**src/rtl/game_pkg.sv**
```systemverilog
// rtl/game_pkg.sv - shared encodings and helpers for the game scheduler
package game_pkg;

  typedef enum logic [2:0] {
    S_IDLE = 3'b001,
    S_RUN  = 3'b010,
    S_HIT  = 3'b011,
    S_OVER = 3'b100,
    S_WIN  = 3'b101
  } game_state_e;

  localparam logic [1:0] LANE_FWD   = 2'd0;
  localparam logic [1:0] LANE_LEFT  = 2'd1;
  localparam logic [1:0] LANE_RIGHT = 2'd2;

  // Camera/fire indicator codes shared with the display side
  localparam logic [2:0] CAM_FWD   = 3'b001;
  localparam logic [2:0] CAM_LEFT  = 3'b011;
  localparam logic [2:0] CAM_RIGHT = 3'b110;
  localparam logic [2:0] CAM_FIRE  = 3'b010;

  function automatic logic [1:0] next_lane(input logic [1:0] lane);
    return (lane >= LANE_RIGHT) ? LANE_FWD : lane + 2'd1;
  endfunction

  function automatic logic [1:0] popcount3(input logic [2:0] v);
    return {1'b0, v[0]} + {1'b0, v[1]} + {1'b0, v[2]};
  endfunction

endpackage

```
**src/rtl/rr_arbiter3.sv**
```systemverilog
// rtl/rr_arbiter3.sv - combinational three-lane round-robin arbiter
module rr_arbiter3
  import game_pkg::*;
(
  input  logic [2:0] pending,
  input  logic [1:0] ptr,
  output logic [2:0] grant_onehot,
  output logic [1:0] grant_idx
);

  logic [1:0] l0;
  logic [1:0] l1;
  logic [1:0] l2;

  // An out-of-range pointer is treated as lane 0 so the search order stays valid
  assign l0 = (ptr > LANE_RIGHT) ? LANE_FWD : ptr;
  assign l1 = next_lane(l0);
  assign l2 = next_lane(l1);

  always_comb begin
    grant_onehot = 3'b000;
    grant_idx    = LANE_FWD;
    if (pending[l0]) begin
      grant_onehot[l0] = 1'b1;
      grant_idx        = l0;
    end else if (pending[l1]) begin
      grant_onehot[l1] = 1'b1;
      grant_idx        = l1;
    end else if (pending[l2]) begin
      grant_onehot[l2] = 1'b1;
      grant_idx        = l2;
    end
  end

endmodule

```
**src/rtl/game_scheduler.sv**
```systemverilog
// rtl/game_scheduler.sv - game FSM: attack arbitration, health, kills, win/lose
module game_scheduler
  import game_pkg::*;
#(
  parameter int MAX_HEALTH = 5,
  parameter int HIT_TICKS  = 3,
  parameter int WIN_KILLS  = 9
) (
  input  logic       clk,
  input  logic       rst_n,
  input  logic       tick,
  input  logic       start,
  input  logic [2:0] attack_req,
  input  logic [2:0] kill,
  output logic [2:0] game_state,
  output logic [2:0] attack_grant,
  output logic [2:0] player_health,
  output logic [3:0] kill_count,
  output logic       enemy_enable
);

  game_state_e state;
  logic [2:0]  pending;
  logic [1:0]  ptr;
  logic [3:0]  hit_cnt;

  logic [2:0]  arb_onehot;
  logic [1:0]  arb_idx;
  logic        grant_fire;
  logic [2:0]  grant_mask;
  logic [2:0]  health_dec;
  logic [4:0]  kill_sum;
  logic [3:0]  kill_sat;
  logic        win_hit;

  rr_arbiter3 u_arb (
    .pending      (pending),
    .ptr          (ptr),
    .grant_onehot (arb_onehot),
    .grant_idx    (arb_idx)
  );

  assign game_state = state;
  assign grant_fire = (state == S_RUN) && tick && (pending != 3'b000);
  assign grant_mask = grant_fire ? arb_onehot : 3'b000;
  assign health_dec = (player_health == 3'd0) ? 3'd0 : player_health - 3'd1;
  assign kill_sum   = {1'b0, kill_count} + {3'b000, popcount3(kill)};
  assign kill_sat   = (kill_sum > 5'd15) ? 4'd15 : kill_sum[3:0];
  assign win_hit    = (kill_sat >= 4'(WIN_KILLS));

  always_ff @(posedge clk or negedge rst_n) begin
    if (!rst_n) begin
      state         <= S_IDLE;
      attack_grant  <= 3'b000;
      player_health <= 3'(MAX_HEALTH);
      kill_count    <= 4'd0;
      enemy_enable  <= 1'b0;
      ptr           <= LANE_FWD;
      pending       <= 3'b000;
      hit_cnt       <= 4'd0;
    end else begin
      attack_grant <= 3'b000;
      case (state)
        S_IDLE, S_OVER, S_WIN: begin
          pending <= 3'b000;
          if (start) begin
            state         <= S_RUN;
            player_health <= 3'(MAX_HEALTH);
            kill_count    <= 4'd0;
            hit_cnt       <= 4'd0;
            enemy_enable  <= 1'b1;
          end
        end

        S_RUN, S_HIT: begin
          kill_count <= kill_sat;
          // A same-cycle request re-arms the lane that is being granted
          pending    <= (pending & ~grant_mask) | attack_req;
          if (grant_fire) begin
            attack_grant  <= arb_onehot;
            ptr           <= next_lane(arb_idx);
            player_health <= health_dec;
          end

          // Losing the last health point outranks a simultaneous win
          if (grant_fire && (health_dec == 3'd0)) begin
            state        <= S_OVER;
            pending      <= 3'b000;
            enemy_enable <= 1'b0;
          end else if (win_hit) begin
            state        <= S_WIN;
            pending      <= 3'b000;
            enemy_enable <= 1'b0;
          end else if (grant_fire) begin
            state   <= S_HIT;
            hit_cnt <= 4'(HIT_TICKS);
          end else if ((state == S_HIT) && tick) begin
            if (hit_cnt <= 4'd1) begin
              state   <= S_RUN;
              hit_cnt <= 4'd0;
            end else begin
              hit_cnt <= hit_cnt - 4'd1;
            end
          end
        end

        default: begin
          state        <= S_IDLE;
          pending      <= 3'b000;
          hit_cnt      <= 4'd0;
          enemy_enable <= 1'b0;
        end
      endcase
    end
  end

endmodule
```
**config.mk**
```make
export PLATFORM = sky130hd
export DESIGN_NAME = game_scheduler
export DESIGN_NICKNAME = d
export VERILOG_FILES = /design/src/rtl/game_pkg.sv /design/src/rtl/rr_arbiter3.sv /design/src/rtl/game_scheduler.sv
export SDC_FILE = /design/constraint.sdc
export NUM_CORES = 1
export LEC_CHECK = 0
export CAP_MARGIN = 5
export CELL_PAD_IN_SITES_DETAIL_PLACEMENT = 0
export CELL_PAD_IN_SITES_GLOBAL_PLACEMENT = 2
export CORE_ASPECT_RATIO = 0.5
export CORE_MARGIN = 4
export CORE_UTILIZATION = 35
export DETAILED_ROUTE_END_ITERATION = 10
export PLACE_DENSITY = 0.92
export RECOVER_POWER = 50
export SETUP_SLACK_MARGIN = 0.05
export SYNTH_ARGS = -nofsm -noshare
export SYNTH_HDL_FRONTEND = slang
export SYNTH_SLANG_ARGS = --single-unit
```
**constraint.sdc**
```tcl
create_clock -name clk -period 6.75 [get_ports clk]
set_input_delay 1.35 -clock clk [delete_from_list [all_inputs] [get_ports clk]]
set_output_delay 1.35 -clock clk [all_outputs]
set_load 0.02 [all_outputs]
```
==> metrics.md <==
| Metric | Value |
|---|---|
| Run status | `finished, final reports clean` |
| CP arrival | `4.51 ns` |
| Critical Path Fanout Max | `10` |
| Die area | `5949 um^2` |
| Initial antenna violation count | `0` |
| Clk_lat worst skew | `0.27 ns` |
| Pwr per Cell Area | `463.0 nW/um^2` |
| Largest net degree at the start of global routing | `24` |
| Final setup skew | `0.001997 ns` |
| Synth Cell Area | `1652 um^2` |
| Area growth, synth to finish | `16.36%` |
| Reg area | `579.3 um^2` |
| Slew @ Worst Pin | `1.070 ns` |
| Drt first pass iters | `4` |
| Synth cell types | `53` |
| Core area | `4467 um^2` |
| Cell area after layout | `1922 um^2` |
| Critical path capture point type | `flop` |
| Synth top area cells | `dfrtp_1 (30%), ha_1 (7.6%), dfstp_2 (4.8%), a21oi_1 (4.5%), nor2_1 (3.4%)` |
| Die width | `between 100 and 150 um` |
| Final wirelength | `approximately 3600 um` |
| Delay-heaviest family, CP | `adder cells` |
| Max Cap Violations | `0` |
| Antenna cells | `0` |
| Crit path from | `kill[0]` |
| Reg clk slew, reported paths | `around 0.08 ns` |
| Synth Area in Compound Gates | `0.2280` |
| Number of synthesized flops with an enable pin | `0` |
| Hold violation count in the final report | `0` |
| R2r setup slk | `about 3.6 ns` |
| Routed Antenna Nets | `0` |
| Vias | `1,398` |
| Final period util | `0.6452` |
| Hold Slack | `0.5392 ns` |
| Ys async rst share | `1.000` |
| Net Count, Synth | `201` |
| CTS tree | `yes` |
| Required @ worst endpoint | `approximately 6.9 ns` |
| Post-synthesis adder-cell area fraction | `0.1000` |
| Post-CTS Hold Buffers | `0` |
| Filler cell count | `about 440` |
| Critical Setup Path Class | `input port to flop` |
| Post-route setup TNS | `0 ns` |
| Share of the synthesized area in the top cell type | `0.3030` |
| Post-Place Setup Slack | `roughly 2.1 ns` |
| Hold WC Path Type | `flop to flop` |
| Cts bufs inserted | `3` |
| Buf/Inv on CP | `2` |
| Critical Path Source Type | `input port` |
| Share of cells above drive strength 1 | `0.1071` |
| Syn avg cell area | `9.227 um^2` |
| Clk buf depth | `2` |
| Area after DPL | `1892 um^2` |
| GPL Wtd Cong | `0.7055` |
| Final setup margin | `2.395 ns` |
| Leading area contributor after synthesis | `dfrtp_1` |
| Gr usage total | `0.1286` |
| CP peak stage delay | `roughly 0.55 ns` |
| Mux cell area share after synthesis | `0.05682` |
| Critical Path End | `hit_cnt[0]` |
| Routed length per instance | `approximately 14 um` |
| H-tree depth | `1` |
| Global route overflow | `0` |
| Die Ht | `56.58 um` |
| Max VDD drop | `0.0001790 V` |
| Top FF cell, synth | `dfrtp_1` |
| Top-count cell post-synth | `dfrtp_1` |
| FF-to-FF End | `hit_cnt[0]` |
| Final nets | `219` |
| Vias per cell | `5.526` |
| Leakage power | `0.8448 nW` |
| DR iter-0 viols | `60` |
| CTS Sinks | `23` |
| First-pass GRT wire length | `6299 um` |
| Main combinational cell family by area after synthesis | `compound AO/OA/AOI/OAI gates` |
| Post-synthesis sequential area ratio | `0.3508` |
| PostCTS Resize Cnt | `0` |
| Max Freq | `around 0.23 GHz` |
| Crit path depth | `11` |
| Fin. max-slew vios | `0` |
| Hpwl dp | `roughly 2700 um` |
| CP cell instances | `clkdlybuf4s50_1 > fa_1 > ha_1 > inv_1 > fa_1 > or3b_1 > a21oi_2 > nor3_4 > nor2b_2 > o21ai_4 > mux2_4` |
| Initial Util | `0.3697` |
| Reg2reg start | `kill_count[0]` |
| Port Buffers | `23` |
| Power Total | `just under 900 uW` |
| Remaining DRCs | `0` |
| Fraction of synthesized cell area in xor and xnor cells | `0` |
| Row cnt | `17` |
| Ports | `24` |
| FF-to-FF path depth | `10` |
| Fin crit period | `between 4 and 5 ns` |
| Vias in the first global route | `1,330` |
| Clock root buffer | `clkbuf_8` |
| Post-CTS setup buffer count | `0` |
| RSZ-0062 raised after global routing | `no` |
| Slowest CP cell | `fa_1` |
| Ys Warns | `0` |
| Slew Limit Headroom | `0.2844` |
| Synth top cells by count | `dfrtp_1 (20), a21oi_1 (15), nor2_1 (15), inv_1 (13), nand2_1 (12)` |
| Post-synthesis simple-gate area fraction | `0.1932` |
| Top cell by count, worst path | `fa_1` |
| Cells after Synth | `between 150 and 200` |
| Final setup fails | `0` |
| Seq cells post-synth | `23` |
| Multi-input gate area | `938.4 um^2` |
[cells in the final DEF (no fill, tap or decap), types with 2 or more instances in the layout]
| cell | netlist | routed |
|---|---|---|
| mux2i_1 | 3 | 3 |
| clkbuf_8 | 0 | 3 |
| nor2_1 | 15 | 15 |
| dlygate4sd3_1 | 0 | 6 |
| nand3_1 | 11 | 11 |
| mux2_4 | 2 | 2 |
| nand3b_1 | 3 | 3 |
| o211ai_1 | 2 | 2 |
| nor2b_1 | 2 | 2 |
| clkdlybuf4s50_1 | 0 | 17 |
| a211oi_1 | 1 | 2 |
| ha_1 | 10 | 10 |
| dfrtp_1 | 20 | 20 |
| nor3_1 | 6 | 6 |
| o221ai_1 | 2 | 2 |
| o21ai_1 | 2 | 2 |
| dfstp_2 | 3 | 3 |
| inv_1 | 13 | 13 |
| nor4_1 | 2 | 2 |
| nand2_1 | 12 | 12 |
| nand2b_1 | 2 | 2 |
| a21oi_1 | 15 | 15 |
| fa_1 | 2 | 2 |
| a21o_1 | 2 | 2 |
| o21ai_0 | 7 | 7 |
| mux2_2 | 3 | 3 |
| a31oi_1 | 3 | 3 |
[worst min-delay path: cells and delay by family (launching register included)]
| kind | cells | cell delay [ns] |
|---|---|---|
| buffers and inverters | 1 | 0.08 |
| DFF | 1 | 0.40 |
| AOI/OAI and AO/OA | 1 | 0.06 |
[final cells by class]
cell class	instances	area share
clock buffer	3	0.02148
clock inverter	1	0.002604
inverter	13	0.02539
multi-input combinational	132	0.4883
sequential	23	0.3014
tap	57	0.03711
timing repair buffer	24	0.1237
[layer usage]
layer | wire [um] | GRT usage | vias up | part of all wire
met4 | 18 | 0.02804 | 0 | 0.0050
met1 | 1800 | 0.1725 | 702 | 0.50
met2 | 1734 | 0.2142 | 15 | 0.48
met3 | 68 | 0.02755 | 2 | 0.019
met5 | 0 | 0 | - | 0
li1 | - | - | 679 | -
[registers in the layout, summed over array words and instances, names as in the netlist]
register	flops
pending	3
game_state	3
enemy_enable	1
hit_cnt	4
attack_grant	3
ptr	2
kill_count	4
player_health	3
[worst min path at each step]
| stage | startpoint | to | cells past startpoint |
|---|---|---|---|
| 4_1_cts | player_health[2] | player_health[2] | 2 |
| 3_3_place_gp | enemy_enable | enemy_enable | 2 |
| 5_1_grt | game_state[0] | game_state[0] | 2 |
| 2_1_floorplan | ptr[1] | ptr[1] | 2 |
| 6_report | game_state[0] | game_state[0] | 2 |
| 3_5_place_dp | enemy_enable | enemy_enable | 2 |
[cell families (layout without fill, tap and decap cells)]
group                      count (synthesis)  in the layout
and+or+nand+nor                           61             61
AOI/OAI and AO/OA                         51             51
buffers and inverters                     24             41
muxes                                      8              8
DFF                                       23             23
adders and majority gates                 12             12
[where the power goes]
group	total (mW)	switching (mW)	internal (mW)	leakage, nW
registers	0.255	0.0645	0.190	0.289
clock network	0.0869	0.0457	0.0413	0.0255
logic	0.548	0.305	0.243	0.531
total	0.890	0.415	0.475	0.845
[through the flow]
step                utilization  cells
finish                   0.4303    253
global route             0.4303    253
CTS                      0.4339    253
detailed placement       0.4235    249
global placement         0.4235    249
floorplan                     -    179
(Power assumes the default switching activity.)
